==> src/rtl/wb_arbiter.sv <==
// Register-file writeback arbiter: merges MEM/WB pipeline writes with a one-entry
// buffer of long-latency unit results, with WAW squash and a starvation stall.
module wb_arbiter #(
   parameter int unsigned STARVE_MAX = 3
) (
   input  logic        clk,
   input  logic        rst,
   input  logic        pipe_we,
   input  logic [4:0]  pipe_rd,
   input  logic [31:0] pipe_wd,
   input  logic        mdu_valid,
   input  logic [4:0]  mdu_rd,
   input  logic [31:0] mdu_wd,
   output logic        mdu_ready,
   output logic        stall,
   output logic        pend_valid,
   output logic [4:0]  pend_rd,
   output logic        RFWr,
   output logic [4:0]  A3,
   output logic [31:0] WD
);

   localparam int unsigned CntW = (STARVE_MAX < 1) ? 1 : $clog2(STARVE_MAX + 1);
   localparam logic [CntW-1:0] CntMax = CntW'(STARVE_MAX);

   logic            buf_v_q, buf_v_d;
   logic [4:0]      buf_rd_q, buf_rd_d;
   logic [31:0]     buf_wd_q, buf_wd_d;
   logic [CntW-1:0] cnt_q, cnt_d;
   logic            stall_q, stall_d;
   logic            rfwr_q, rfwr_d;
   logic [4:0]      a3_q, a3_d;
   logic [31:0]     wd_q, wd_d;

   logic accept, pipe_win, buf_wr, squash;

   assign mdu_ready  = !buf_v_q && !rst;
   assign accept     = mdu_valid && mdu_ready;
   assign pipe_win   = pipe_we && (pipe_rd != 5'd0) && !stall_q;
   assign buf_wr     = buf_v_q && !pipe_win;
   assign squash     = pipe_win && buf_v_q && (pipe_rd == buf_rd_q);

   assign stall      = stall_q;
   assign pend_valid = buf_v_q;
   assign pend_rd    = buf_rd_q;
   assign RFWr       = rfwr_q;
   assign A3         = a3_q;
   assign WD         = wd_q;

   always_comb begin
      rfwr_d   = 1'b0;
      a3_d     = 5'd0;
      wd_d     = 32'd0;
      buf_v_d  = buf_v_q;
      buf_rd_d = buf_rd_q;
      buf_wd_d = buf_wd_q;
      cnt_d    = cnt_q;
      stall_d  = 1'b0;

      if (pipe_win) begin
         rfwr_d = 1'b1;
         a3_d   = pipe_rd;
         wd_d   = pipe_wd;
      end else if (buf_v_q) begin
         rfwr_d = 1'b1;
         a3_d   = buf_rd_q;
         wd_d   = buf_wd_q;
      end

      if (buf_wr || squash) begin
         buf_v_d = 1'b0;
      end

      // Accept only happens with the buffer empty; drop x0 and results made stale by the pipe.
      if (accept && (mdu_rd != 5'd0) && !(pipe_win && (pipe_rd == mdu_rd))) begin
         buf_v_d  = 1'b1;
         buf_rd_d = mdu_rd;
         buf_wd_d = mdu_wd;
      end

      if (!buf_v_q || buf_wr || squash) begin
         cnt_d = '0;
      end else if (cnt_q == CntMax) begin
         cnt_d   = '0;
         stall_d = 1'b1;
      end else if (pipe_win) begin
         cnt_d = cnt_q + 1'b1;
      end
   end

   always_ff @(posedge clk) begin
      if (rst) begin
         buf_v_q  <= 1'b0;
         buf_rd_q <= 5'd0;
         buf_wd_q <= 32'd0;
         cnt_q    <= '0;
         stall_q  <= 1'b0;
         rfwr_q   <= 1'b0;
         a3_q     <= 5'd0;
         wd_q     <= 32'd0;
      end else begin
         buf_v_q  <= buf_v_d;
         buf_rd_q <= buf_rd_d;
         buf_wd_q <= buf_wd_d;
         cnt_q    <= cnt_d;
         stall_q  <= stall_d;
         rfwr_q   <= rfwr_d;
         a3_q     <= a3_d;
         wd_q     <= wd_d;
      end
   end

endmodule

==> config.mk <==
export PLATFORM = sky130hd
export DESIGN_NAME = wb_arbiter
export DESIGN_NICKNAME = d
export VERILOG_FILES = /design/src/rtl/wb_arbiter.sv
export SDC_FILE = /design/constraint.sdc
export NUM_CORES = 1
export LEC_CHECK = 0
export CORE_MARGIN = 5
export CORE_UTILIZATION = 46
export DETAILED_ROUTE_END_ITERATION = 12
export PLACE_DENSITY = 0.95
export SYNTH_ARGS = -nofsm -noshare
export SYNTH_HDL_FRONTEND = slang
export SYNTH_SLANG_ARGS = --single-unit
export TNS_END_PERCENT = 5
==> constraint.sdc <==
create_clock -name clk -period 4.95 [get_ports clk]
set_clock_uncertainty 0.1 [all_clocks]
set_input_delay 1.2375 -clock clk [delete_from_list [all_inputs] [get_ports clk]]
set_output_delay 1.2375 -clock clk [all_outputs]
set_load 0.03 [all_outputs]
==> impl_results.md, run 1 <==
* Portion of the clock cycle consumed by the worst path in the final layout at 77.72%
* Diodes inserted at 0
* FP Rows at 29
* Top-count cell post-synth: sky130_fd_sc_hd__dfxtp_1
* Height of the die at between 90 and 100 µm
* Share of synthesized flip-flops with an asynchronous set or reset at 0%
* PortBufs at about 120
* Count of cell types in the netlist at 25
* Synth Register Bits at 79
* Via/cell ratio at 5.034
* Average routed wire per standard cell at between 15 and 20 µm
* Final hold viol count at 0
* Final-report setup violation count at 0
* Final nets at between 400 and 500
* Arrival time of data at the critical path endpoint at approximately 2.5 ns
* Post-CTS Setup Repair Bufs at 0
* CTS Sinks at 79
* Clock-pin slew on the worst setup and hold paths at 0.08 ns
* Pwr dens at ~320 nW/µm²
* Status: finished clean
* Area fraction of the dominant cell type after synthesis at a little over half
* Most utilized layer in the global route result: met2
* Hpwl dp at approximately 5500 µm
* Reg2reg start: stall
* Main synth FF type: sky130_fd_sc_hd__dfxtp_1
* Slew margin rel. at between 40 and 50%
* Crit-path most repeated cell: sky130_fd_sc_hd__clkdlybuf4s50_1
* Wire length of the first global-routing pass at roughly 12,000 µm
* DRC at 0
* Die width at between 90 and 100 µm
* Initial standard-cell utilization of the core at 46.93%
* First DRT Iteration DRCs at 55
* Max-capacitance violation count at 0
* Post-synth net total at roughly 320
* GPL Wtd Cong at 0.7785
* Final-layout setup total negative slack at 0 ns
* FF/Latch Area at roughly 1600 µm²
* H-tree levels at 3
* TritonCTS clock tree: done
* Transition time at the pin with the least slew margin at 0.8335 ns
* Number of global-route vias before repair at 2,524
* Capturing element type of the critical path: output pin
* Data required time at the worst endpoint at roughly 3.6 ns
* Ordered cell list for the critical path: clkdlybuf4s50_1, nor2_1, clkdlybuf4s50_1
* CTS root buf: sky130_fd_sc_hd__clkbuf_8
* Fin. max-slew vios at 0
* Leakage power of the design at 1.820 nW
* Slowest cell delay on critical path at approximately 0.70 ns
* Setup repair after global routing missed its margin: false
* End point of the critical path: mdu_ready
* GRT met1 Usage at between 20% and 30%
* Number of gates resized after CTS at 0
* Fraction of layout instances using a drive strength above 1 at about 16%
* Critical-path maximum fanout at 2
* Antenna viol nets, final at 0
* Peak VDD IR at 192.6 µV
* Share of the yosys chip area belonging to registers at between 50% and 60%
* Start point of the critical path: rst
* Final core area utilization at between 70% and 80%
* Area contributors post-synth: sky130_fd_sc_hd__dfxtp_1 53%, sky130_fd_sc_hd__a22o_1 11%, sky130_fd_sc_hd__mux2_4 9.6%
* Type of the most critical hold path: reg2reg
* Number of buffers on the longest clock path at 2
* Filler Cells Inserted at about 450
* Top cell types by occurrence after synthesis: 79 x sky130_fd_sc_hd__dfxtp_1, 39 x sky130_fd_sc_hd__nor2b_1, 36 x sky130_fd_sc_hd__a22o_1, 19 x sky130_fd_sc_hd__mux2_4, 18 x sky130_fd_sc_hd__mux2_2
* CP Class: in2out
* Category of the worst setup path launch point: primary input
* Area of combinational cells with multiple inputs at 1308 µm²
* Internal reg-to-reg setup slack at 2.54 ns
* Achievable frequency at between 0.2 and 0.3 GHz
* Total congestion overflow after global routing at 0
* Number of antenna violations at the first check in global routing at 0
* Depth of the worst register-to-register path at 5
* Maximum number of pins on one net before global-route repair at between 40 and 50
* Endpoint of the lowest-slack register-to-register path: buf_wd_q[12]
* Synth warn at 0
* Slowest stage cell on the critical path: sky130_fd_sc_hd__clkdlybuf4s50_1
* Yosys top cell by area: sky130_fd_sc_hd__dfxtp_1
* Number of primary I/O pins at approximately 120
* Inserted Clock Buffers at 9
* Overall fraction of global-route tracks in use at a little under a fifth
* Post-synthesis cell count at 240
* Core region area at ~6300 µm²
* Count of hold buffers inserted by post-cts repair at 0
* Worst-skew pair later-pin latency at ~0.33 ns
* Cell area after technology mapping at ~3000 µm²
* Routed wire length at between 7000 and 8000 µm
* Mean cell area of the mapped netlist at around 12 µm²
* Routed via count at about 2,200
* Minimum period implied by the final worst setup slack at approximately 3.8 ns
* Met2 usage in global routing at around a third
* Met3 global-route usage at under 10%
* Die footprint at ~8000 µm²
* Relative area change from synthesis to final layout at 50.46%
* EDFF count, synth at 0
* Router iterations before antenna repair at 4
layout make-up:
cell class	instances	share of cell area (%)
clock buffers	13	3.340
clock inverters	3	0.9543
repair buffers	127	28.57
multi-input cells	144	29.33
inverters	2	0.1684
flip-flops and latches	79	35.48
well taps	77	2.161
worst max-delay path, delay by kind of cell:
kind	cells	cell delay, ns
AND/OR/NAND/NOR	1	0.15
buffers and inverters	2	1.13
how the worst min path moves through the flow:
stage	from	end	slack, ns	depth (start not counted)
after floorplan	buf_wd_q[0]	WD[0]	0.33	1
after global placement	buf_wd_q[2]	WD[2]	0.34	1
after detailed placement	buf_wd_q[14]	WD[14]	0.34	1
after CTS	buf_wd_q[14]	WD[14]	0.36	1
after global routing	buf_wd_q[14]	WD[14]	0.39	1
final	buf_wd_q[14]	WD[14]	0.36	1
cell usage in the layout (no fill, tap or decap), drive strengths merged, types with 4 or more instances in the layout:
master         count
a22o              36
mux2              37
nor2b             39
xor2               6
xnor2              5
clkdlybuf4s50    123
nor2               4
clkbuf            13
buf                4
dfxtp             79
cells by family (layout without fill, tap and decap cells):
group / count (synthesis) / in the layout / synth area share, %
mux: 38 / 38 / 16.81
buf+inv: 17 / 145 / 3.125
xor+xnor: 11 / 11 / 3.252
simple gates: 52 / 52 / 10.43
flops: 79 / 79 / 53.38
compound gates: 42 / 42 / 12.58
fa+ha+maj: 1 / 1 / 0.4222
sequential cells by signal, indices dropped and copies added, names as in the netlist:
signal / cells
A3: 5
RFWr: 1
WD: 32
buf_wd_q: 32
cnt_q: 2
pend_rd: 5
pend_valid: 1
stall: 1
routing by layer:
metal	routed length, µm	vias to the layer above
li1	-	1089
met1	3151	1050
met2	3910	83
met3	343	18
met4	194	0
met5	0	-
metrics by stage:
step           hold slack [ns]  power (mW)  setup slack, ns  area [µm²]  instances
2_1_floorplan           0.3347      0.8434            1.944        2963        240
3_3_place_gp            0.3412      0.9645            1.013        4267        429
3_5_place_dp            0.3445      0.9717           0.9200        4267        429
4_1_cts                 0.3644       1.431            1.097        4458        445
5_1_grt                 0.3934       1.478            1.074        4458        445
6_report                0.3640       1.425            1.103        4458        445
where the power goes:
group | total [mW] | switching (mW) | internal (mW) | leakage [nW]
clock | 0.468 | 0.221 | 0.247 | 0.0936
sequential | 0.697 | 0.0197 | 0.677 | 0.650
combinational | 0.260 | 0.110 | 0.150 | 1.08
total | 1.42 | 0.350 | 1.07 | 1.82
(Power assumes the default switching activity.)
==> run 2, diff against run 1 <==
- CORE_UTILIZATION: 46 -> 38
- PLACE_DENSITY: 0.95 -> 0.86
- clock period: 4.95 -> 3.5 ns (I/O delays scaled with it)
==> run 2 against run 1 <==
Compared with the run above: worst setup slack got worse by 0.40 ns; first-iteration DRC count fell by 22%; cell count rose by 6.1%; core utilization fell by 12 points; sequential cell count did not move; critical path type is now in2reg; cell area rose by 0.93%; worst hold slack barely moved; critical endpoint is now buf_wd_q[19]; register-to-register slack got worse by 0.96 ns; sequential share of layout area fell by 0.33 points; clock-buffer cell count fell by 3; global-route usage fell by 4.1 points; non-clock buffer count rose by 2.
==> impl_results.md, run 2 (synthesis results as in run 1) <==
* Status: finished clean
* Final nets at 444 (+0.45%)
* Wire length on met3 at 482 µm (+41%)
* Die width at 98.30 µm (+8.9%)
* CTS root buf: sky130_fd_sc_hd__clkbuf_8
* Reg2reg start: stall
* Diodes inserted at 0 (unchanged)
* Slowest stage cell on the critical path: sky130_fd_sc_hd__or4_4
* Total congestion overflow after global routing at 0 (unchanged)
* Worst-skew pair later-pin latency at 0.33 ns (about the same)
* Number of buffer and inverter instances along the worst setup path at 2 (unchanged)
* Maximum number of pins on one net before global-route repair at 41 (unchanged)
* Worst hold start: buf_wd_q[19]
* TritonCTS clock tree: done
* Transition time at the pin with the least slew margin at 0.4274 ns (-0.4061 ns)
* Pwr dens at 445.2 nW/µm² (+39%)
* Critical path's top delay family: buffers and inverters
* Fin. max-slew vios at 0 (unchanged)
* Highest metal layer with signal wires: met4
* Post-CTS Setup Repair Bufs at 0 (unchanged)
* Type of the most critical hold path: reg2reg
* Via/cell ratio at 4.710 (-6.4%)
* Final core area utilization at 58.84% (-12 points)
* Placed instance area at 4310 µm² (+1.0%)
* Peak VDD IR at 242.9 µV (+26%)
* Inserted Clock Buffers at 9 (unchanged)
* Design Area, Final at 4499 µm² (+0.93%)
* Ordered cell list for the critical path: clkdlybuf4s50_1, or4_4, o21ai_4, o31ai_4, buf_12, mux2_4
* Slew margin rel. at 71.51% (+27 points)
* Number of buffers on the longest clock path at 2 (unchanged)
* Commonest non-fill, non-tap cell in the layout: sky130_fd_sc_hd__clkdlybuf4s50_1
* Hpwl dp at 5205 µm (-5.9%)
* Endpoint of the lowest-slack register-to-register path: buf_wd_q[8]
* Number of antenna violations at the first check in global routing at 0 (unchanged)
* Arrival time of data at the critical path endpoint at 2.92 ns (+0.41 ns)
* Min-Delay Path Depth at 1 (unchanged)
* Minimum period implied by the final worst setup slack at between 2 and 3 ns
* Max-capacitance violation count at 0 (unchanged)
* Number of primary I/O pins at 124 (unchanged)
* WL met1 at 3135 µm (-0.51%)
* Overall fraction of global-route tracks in use at 14.75% (-4.1 points)
* Wire length of the first global-routing pass at 11,480 µm (-7.8%)
* Met2 WL at 3572 µm (-8.6%)
* Data required time at the worst endpoint at 3.63 ns (+0.02 ns)
* Routed wire length at 7277 µm (-4.3%)
* Setup slack at placement at 0.3639 ns (-0.5561 ns)
* Final-layout setup total negative slack at 0 ns (unchanged)
* Critical-path maximum fanout at 38 (+36)
* GPL Wtd Cong at 0.8137 (+4.5%)
* Setup repair after global routing missed its margin: false
* CP Class: in2reg
* FP Rows at 32 (+10%)
* Leakage power of the design at 1.834 nW (+0.77%)
* Most frequent cells in the layout: 122 x sky130_fd_sc_hd__clkdlybuf4s50_1, 79 x sky130_fd_sc_hd__dfxtp_1, 38 x sky130_fd_sc_hd__nor2b_1, 36 x sky130_fd_sc_hd__a22o_1, 19 x sky130_fd_sc_hd__mux2_4
* Core region area at 7647 µm² (+21%)
* Depth of the worst register-to-register path at 5 (unchanged)
* Power after layout at 2.003 mW (+41%)
* Relative area change from synthesis to final layout at 51.86%
* Number of stages on the worst setup path at 6 (+3)
* Category of the worst setup path launch point: primary input
* End point of the critical path: buf_wd_q[19]
* Final-report setup violation count at 0 (unchanged)
* Achievable frequency at roughly 0.36 GHz
* Slowest cell delay on critical path at 0.59 ns (-0.11 ns)
* Routed via count at 2,223 (-0.76%)
* First DRT Iteration DRCs at 43 (-22%)
* Internal reg-to-reg setup slack at 1.58 ns (-0.96 ns)
* Number of gates resized after CTS at 0 (unchanged)
* CTS Sinks at 79 (unchanged)
* Fin Hold WS at 0.3639 ns (-0.0001260 ns)
* Capturing element type of the critical path: flip-flop
* Final instance count without filler cells at 472 (+6.1%)
* DRC at 0 (unchanged)
* Start point of the critical path: pipe_rd[0]
* Initial standard-cell utilization of the core at 38.74% (-8.2 points)
* H-tree levels at 3 (unchanged)
* Router iterations before antenna repair at 4 (unchanged)
* Portion of the clock cycle consumed by the worst path in the final layout at between 70 and 80%
* Die footprint at 9663 µm² (+19%)
* Fraction of layout instances using a drive strength above 1 at 17.30% (+1.3 points)
* Number of global-route vias before repair at 2,376 (-5.9%)
* Number of cells after detailed placement at 456 (+6.3%)
* Clock-pin slew on the worst setup and hold paths at 0.09 ns (about the same)
* Antenna viol nets, final at 0 (unchanged)
* Final hold viol count at 0 (unchanged)
* Height of the die at 98.30 µm (+8.9%)
* Average routed wire per standard cell at 15.42 µm (-9.7%)
* Setup WS post-layout at 0.7032 ns (-0.3996 ns)
* PortBufs at 123 (unchanged)
* Count of hold buffers inserted by post-cts repair at 0 (unchanged)
-- run 2: changes by cell type in the layout (fill, tap and decap cells not counted) --
cell | before | now
sky130_fd_sc_hd__clkinv_4 | 0 | 1
sky130_fd_sc_hd__clkdlybuf4s50_1 | 123 | 122
sky130_fd_sc_hd__clkbuf_1 | 3 | 1
sky130_fd_sc_hd__clkbuf_8 | 10 | 9
sky130_fd_sc_hd__buf_4 | 3 | 6
sky130_fd_sc_hd__clkinv_2 | 1 | 3
-- run 2: area by class of cell --
| class | instances | area, µm² |
|---|---|---|
| Timing Repair Buffer | 129 | 1286 |
| Clock buffer | 10 | 127.6 |
| Fill cell | 635 | 3148 |
| Sequential cell | 79 | 1582 |
| Tap cell | 102 | 127.6 |
| Multi-Input combinational cell | 144 | 1308 |
| Inverter | 2 | 7.507 |
| Clock inverter | 6 | 61.31 |
-- run 2: routing by layer --
metal	GRT usage, %	vias to the layer above
met4	4.937	0
li1	-	1092
met1	17.97	1035
met3	4.286	10
met2	24.91	86
met5	0	-
-- run 2: where the power goes --
group / internal [mW] / total [mW] / switching, mW / leakage [nW]
Sequential: 0.958 / 0.986 / 0.0277 / 0.650
Clock: 0.327 / 0.652 / 0.324 / 0.0960
Combinational: 0.213 / 0.366 / 0.153 / 1.09
-- run 2: how the worst min path moves through the flow --
stage | to | slack (ns)
detailed placement | WD[5] | 0.35
global route | WD[17] | 0.39
finish | WD[19] | 0.36
CTS | WD[17] | 0.37
floorplan | WD[0] | 0.33
global placement | WD[12] | 0.34
-- run 2: worst register-to-register path, delay by kind of cell, from the launching register on --
| family | cells | cell delay [ns] |
|---|---|---|
| AOI/OAI and AO/OA | 2 | 0.47 |
| muxes | 1 | 0.39 |
| DFF | 1 | 0.33 |
| buffers and inverters | 1 | 0.30 |
| and+or+nand+nor | 1 | 0.24 |
==> run 3, diff against run 2 <==
- clock period: 3.5 -> 2.3 ns (I/O delays scaled with it)
==> run 3 against run 2 <==
Compared with the run above: clock power is 75% higher; global-route usage up 2.0 points; highest routed layer unchanged; critical path type unchanged; wire length grew 10%; cell area is 8.7% higher; worst setup slack worse by 0.67 ns; critical path depth up 2; core utilization rose by 5.1 points; non-clock buffer count rose by 25; cell count up 5.3%; worst hold slack better by 0.0018 ns; sequential power increased by 52%; sequential cell count did not move.
==> impl_results.md, run 3 (synthesis results as in run 1) <==
* Maximum number of pins on one net before global-route repair at 24 (-41%)
* Final nets at 469 (+5.6%)
* GPL Wtd Cong at 0.8581 (+5.5%)
* Slowest stage cell on the critical path: sky130_fd_sc_hd__or4_1
* Reg2reg start: stall
* Min-Delay Path Depth at 1 (unchanged)
* Relative area change from synthesis to final layout at 65.03%
* Fin. max-slew vios at 0 (unchanged)
* Height of the die at 98.30 µm (unchanged)
* CP Class: in2reg
* Inserted Clock Buffers at 9 (unchanged)
* Internal reg-to-reg setup slack at 0.45 ns (-1.13 ns)
* Final core area utilization at 63.94% (+5.1 points)
* Final hold viol count at 0 (unchanged)
* Hpwl dp at 5489 µm (+5.5%)
* Number of global-route vias before repair at 2,651 (+12%)
* Hold-critical path endpoint: WD[19]
* Area of combinational cells with multiple inputs at 1315 µm² (+0.57%)
* Number of cells after detailed placement at 469 (+2.9%)
* Minimum period implied by the final worst setup slack at between 2 and 2.5 ns
* CTS Sinks at 79 (unchanged)
* Overall fraction of global-route tracks in use at 16.76% (+2.0 points)
* Peak VDD IR at 385.2 µV (+59%)
* Slew margin rel. at 74.47% (+3.0 points)
* Clock-pin slew on the worst setup and hold paths at 0.09 ns (about the same)
* Commonest non-fill, non-tap cell in the layout: sky130_fd_sc_hd__clkdlybuf4s50_1
* Number of buffer and inverter instances along the worst setup path at 4 (+2)
* Clk pwr share at 34.8% (+2.3 points)
* Count of hold buffers inserted by post-cts repair at 0 (unchanged)
* Worst hold start: buf_wd_q[19]
* Average routed wire per standard cell at 16.13 µm (+4.6%)
* Slowest cell delay on critical path at 0.47 ns (-0.12 ns)
* Type of the most critical hold path: reg2reg
* Total congestion overflow after global routing at 0 (unchanged)
* Sw Share at 24.38% (-0.81 points)
* Endpoint of the lowest-slack register-to-register path: buf_wd_q[12]
* TritonCTS clock tree: done
* Diodes inserted at 0 (unchanged)
* PortBufs at 123 (unchanged)
* Worst-skew pair later-pin latency at 0.34 ns (about the same)
* Core region area at 7647 µm² (unchanged)
* Die width at 98.30 µm (unchanged)
* Internal Dissipation at 2.487 mW (+66%)
* DRC at 0 (unchanged)
* Critical-path maximum fanout at 5 (-87%)
* Fraction of layout instances using a drive strength above 1 at 22.78% (+5.5 points)
* Via/cell ratio at 4.736 (+0.57%)
* Capturing element type of the critical path: flip-flop
* Max-capacitance violation count at 0 (unchanged)
* Fin Hold WS at 0.3657 ns (+0.001843 ns)
* Final instance count without filler cells at 497 (+5.3%)
* Initial standard-cell utilization of the core at 38.74% (unchanged)
* Final-report setup violation count at 0 (unchanged)
* Status: finished clean
* First DRT Iteration DRCs at 29 (-33%)
* Filler Cells Inserted at 587 (-7.6%)
* Data required time at the worst endpoint at 2.42 ns (-1.21 ns)
* Wire length of the first global-routing pass at 12,830 µm (+12%)
* Achievable frequency at between 0.4 and 0.5 GHz
* Routed via count at 2,354 (+5.9%)
* Die footprint at 9663 µm² (unchanged)
* Critical path's top delay family: buffers and inverters
* Relative contribution of sequential cells to total power at 45.6% (-3.6 points)
* Setup repair after global routing missed its margin: false
* Ordered cell list for the critical path: dlygate4sd2_1, or4_1, o211a_1, o31ai_4, buf_4, buf_12, buf_16, mux2_2
* Number of buffers on the longest clock path at 2 (unchanged)
* Depth of the worst register-to-register path at 7 (+2)
* Pwr dens at 672.7 nW/µm² (+51%)
* Leakage power of the design at 2.058 nW (+12%)
* CTS root buf: sky130_fd_sc_hd__clkbuf_8
* Transition time at the pin with the least slew margin at 0.3818 ns (-0.04563 ns)
* Final-layout setup total negative slack at 0 ns (unchanged)
* Combinational power share at 19.6% (+1.3 points)
* Routed wire length at 8015 µm (+10%)
* FF/Latch Area at 1582 µm² (unchanged)
* Antenna viol nets, final at 0 (unchanged)
* Most frequent cells in the layout: 112 x sky130_fd_sc_hd__clkdlybuf4s50_1, 79 x sky130_fd_sc_hd__dfxtp_1, 37 x sky130_fd_sc_hd__nor2b_1, 36 x sky130_fd_sc_hd__a22o_1, 20 x sky130_fd_sc_hd__buf_4
* Router iterations before antenna repair at 4 (unchanged)
* FP Rows at 32 (unchanged)
* Number of primary I/O pins at 124 (unchanged)
* Portion of the clock cycle consumed by the worst path in the final layout at 98.70%
* Total net switching power at 801.9 µW (+59%)
* H-tree levels at 3 (unchanged)
* Power after layout at 3.289 mW (+64%)
* Category of the worst setup path launch point: primary input
* Arrival time of data at the critical path endpoint at 2.39 ns (-0.53 ns)
* Number of antenna violations at the first check in global routing at 0 (unchanged)
[run 3: changes by cell type in the layout (fill, tap and decap cells not counted), moves of 2 or more]
cell and delta:
sky130_fd_sc_hd__buf_4 +14, sky130_fd_sc_hd__clkdlybuf4s50_1 -10, sky130_fd_sc_hd__buf_12 +7, sky130_fd_sc_hd__dlygate4sd2_1 +7, sky130_fd_sc_hd__buf_16 +4, sky130_fd_sc_hd__clkdlybuf4s15_1 +2, sky130_fd_sc_hd__clkinv_2 -2
[run 3: power groups by stage]
stage               logic, mW  registers, mW  clock network, mW
floorplan               0.207           1.61                  0
global placement        0.580           1.53                  0
detailed placement      0.591           1.53                  0
CTS                     0.648           1.50               1.17
global route            0.682           1.51               1.23
finish                  0.645           1.50               1.14
[run 3: final cells by class]
cell class	count	area share, %
clock inverter	5	1.663
inverter	2	0.1535
clock buffer	11	2.892
tap	102	2.610
multi-input combinational	144	26.89
timing repair buffer	154	33.44
sequential	79	32.34
[run 3: timing repair]
action | 4_1_cts | 5_1_grt
pin swaps | 5 | 4
gates cloned | 4 | 0
setup buffers | 8 | 1
endpoints found under the hold margin | 0 | 0
endpoints found under the setup margin | 18 | 17
resized for setup | 16 | 3
[run 3: how the worst max path moves through the flow]
stage | startpoint | depth (start not counted) | to
finish | mdu_rd[4] | 8 | buf_wd_q[12]
global route | pipe_rd[2] | 8 | A3[0]
CTS | pipe_rd[2] | 9 | pend_rd[1]
detailed placement | mdu_rd[4] | 6 | buf_wd_q[13]
global placement | mdu_rd[0] | 6 | buf_wd_q[8]
floorplan | mdu_rd[4] | 6 | buf_wd_q[15]
[run 3: stage by stage]
stage / instance area (µm²) / setup slack (ns)
2_1_floorplan: 2963 / 0.05851
3_3_place_gp: 4458 / -0.3595
3_5_place_dp: 4458 / -0.3983
4_1_cts: 4883 / 0.004886
5_1_grt: 4890 / 0.00003664
6_report: 4890 / 0.02988
[run 3: layer usage]
metal  track usage (%)  part of all wire, %
met5                 0                    0
met1             18.84                   41
met4             4.937                  1.2
met2             30.47                   52
met3             4.929                  5.7
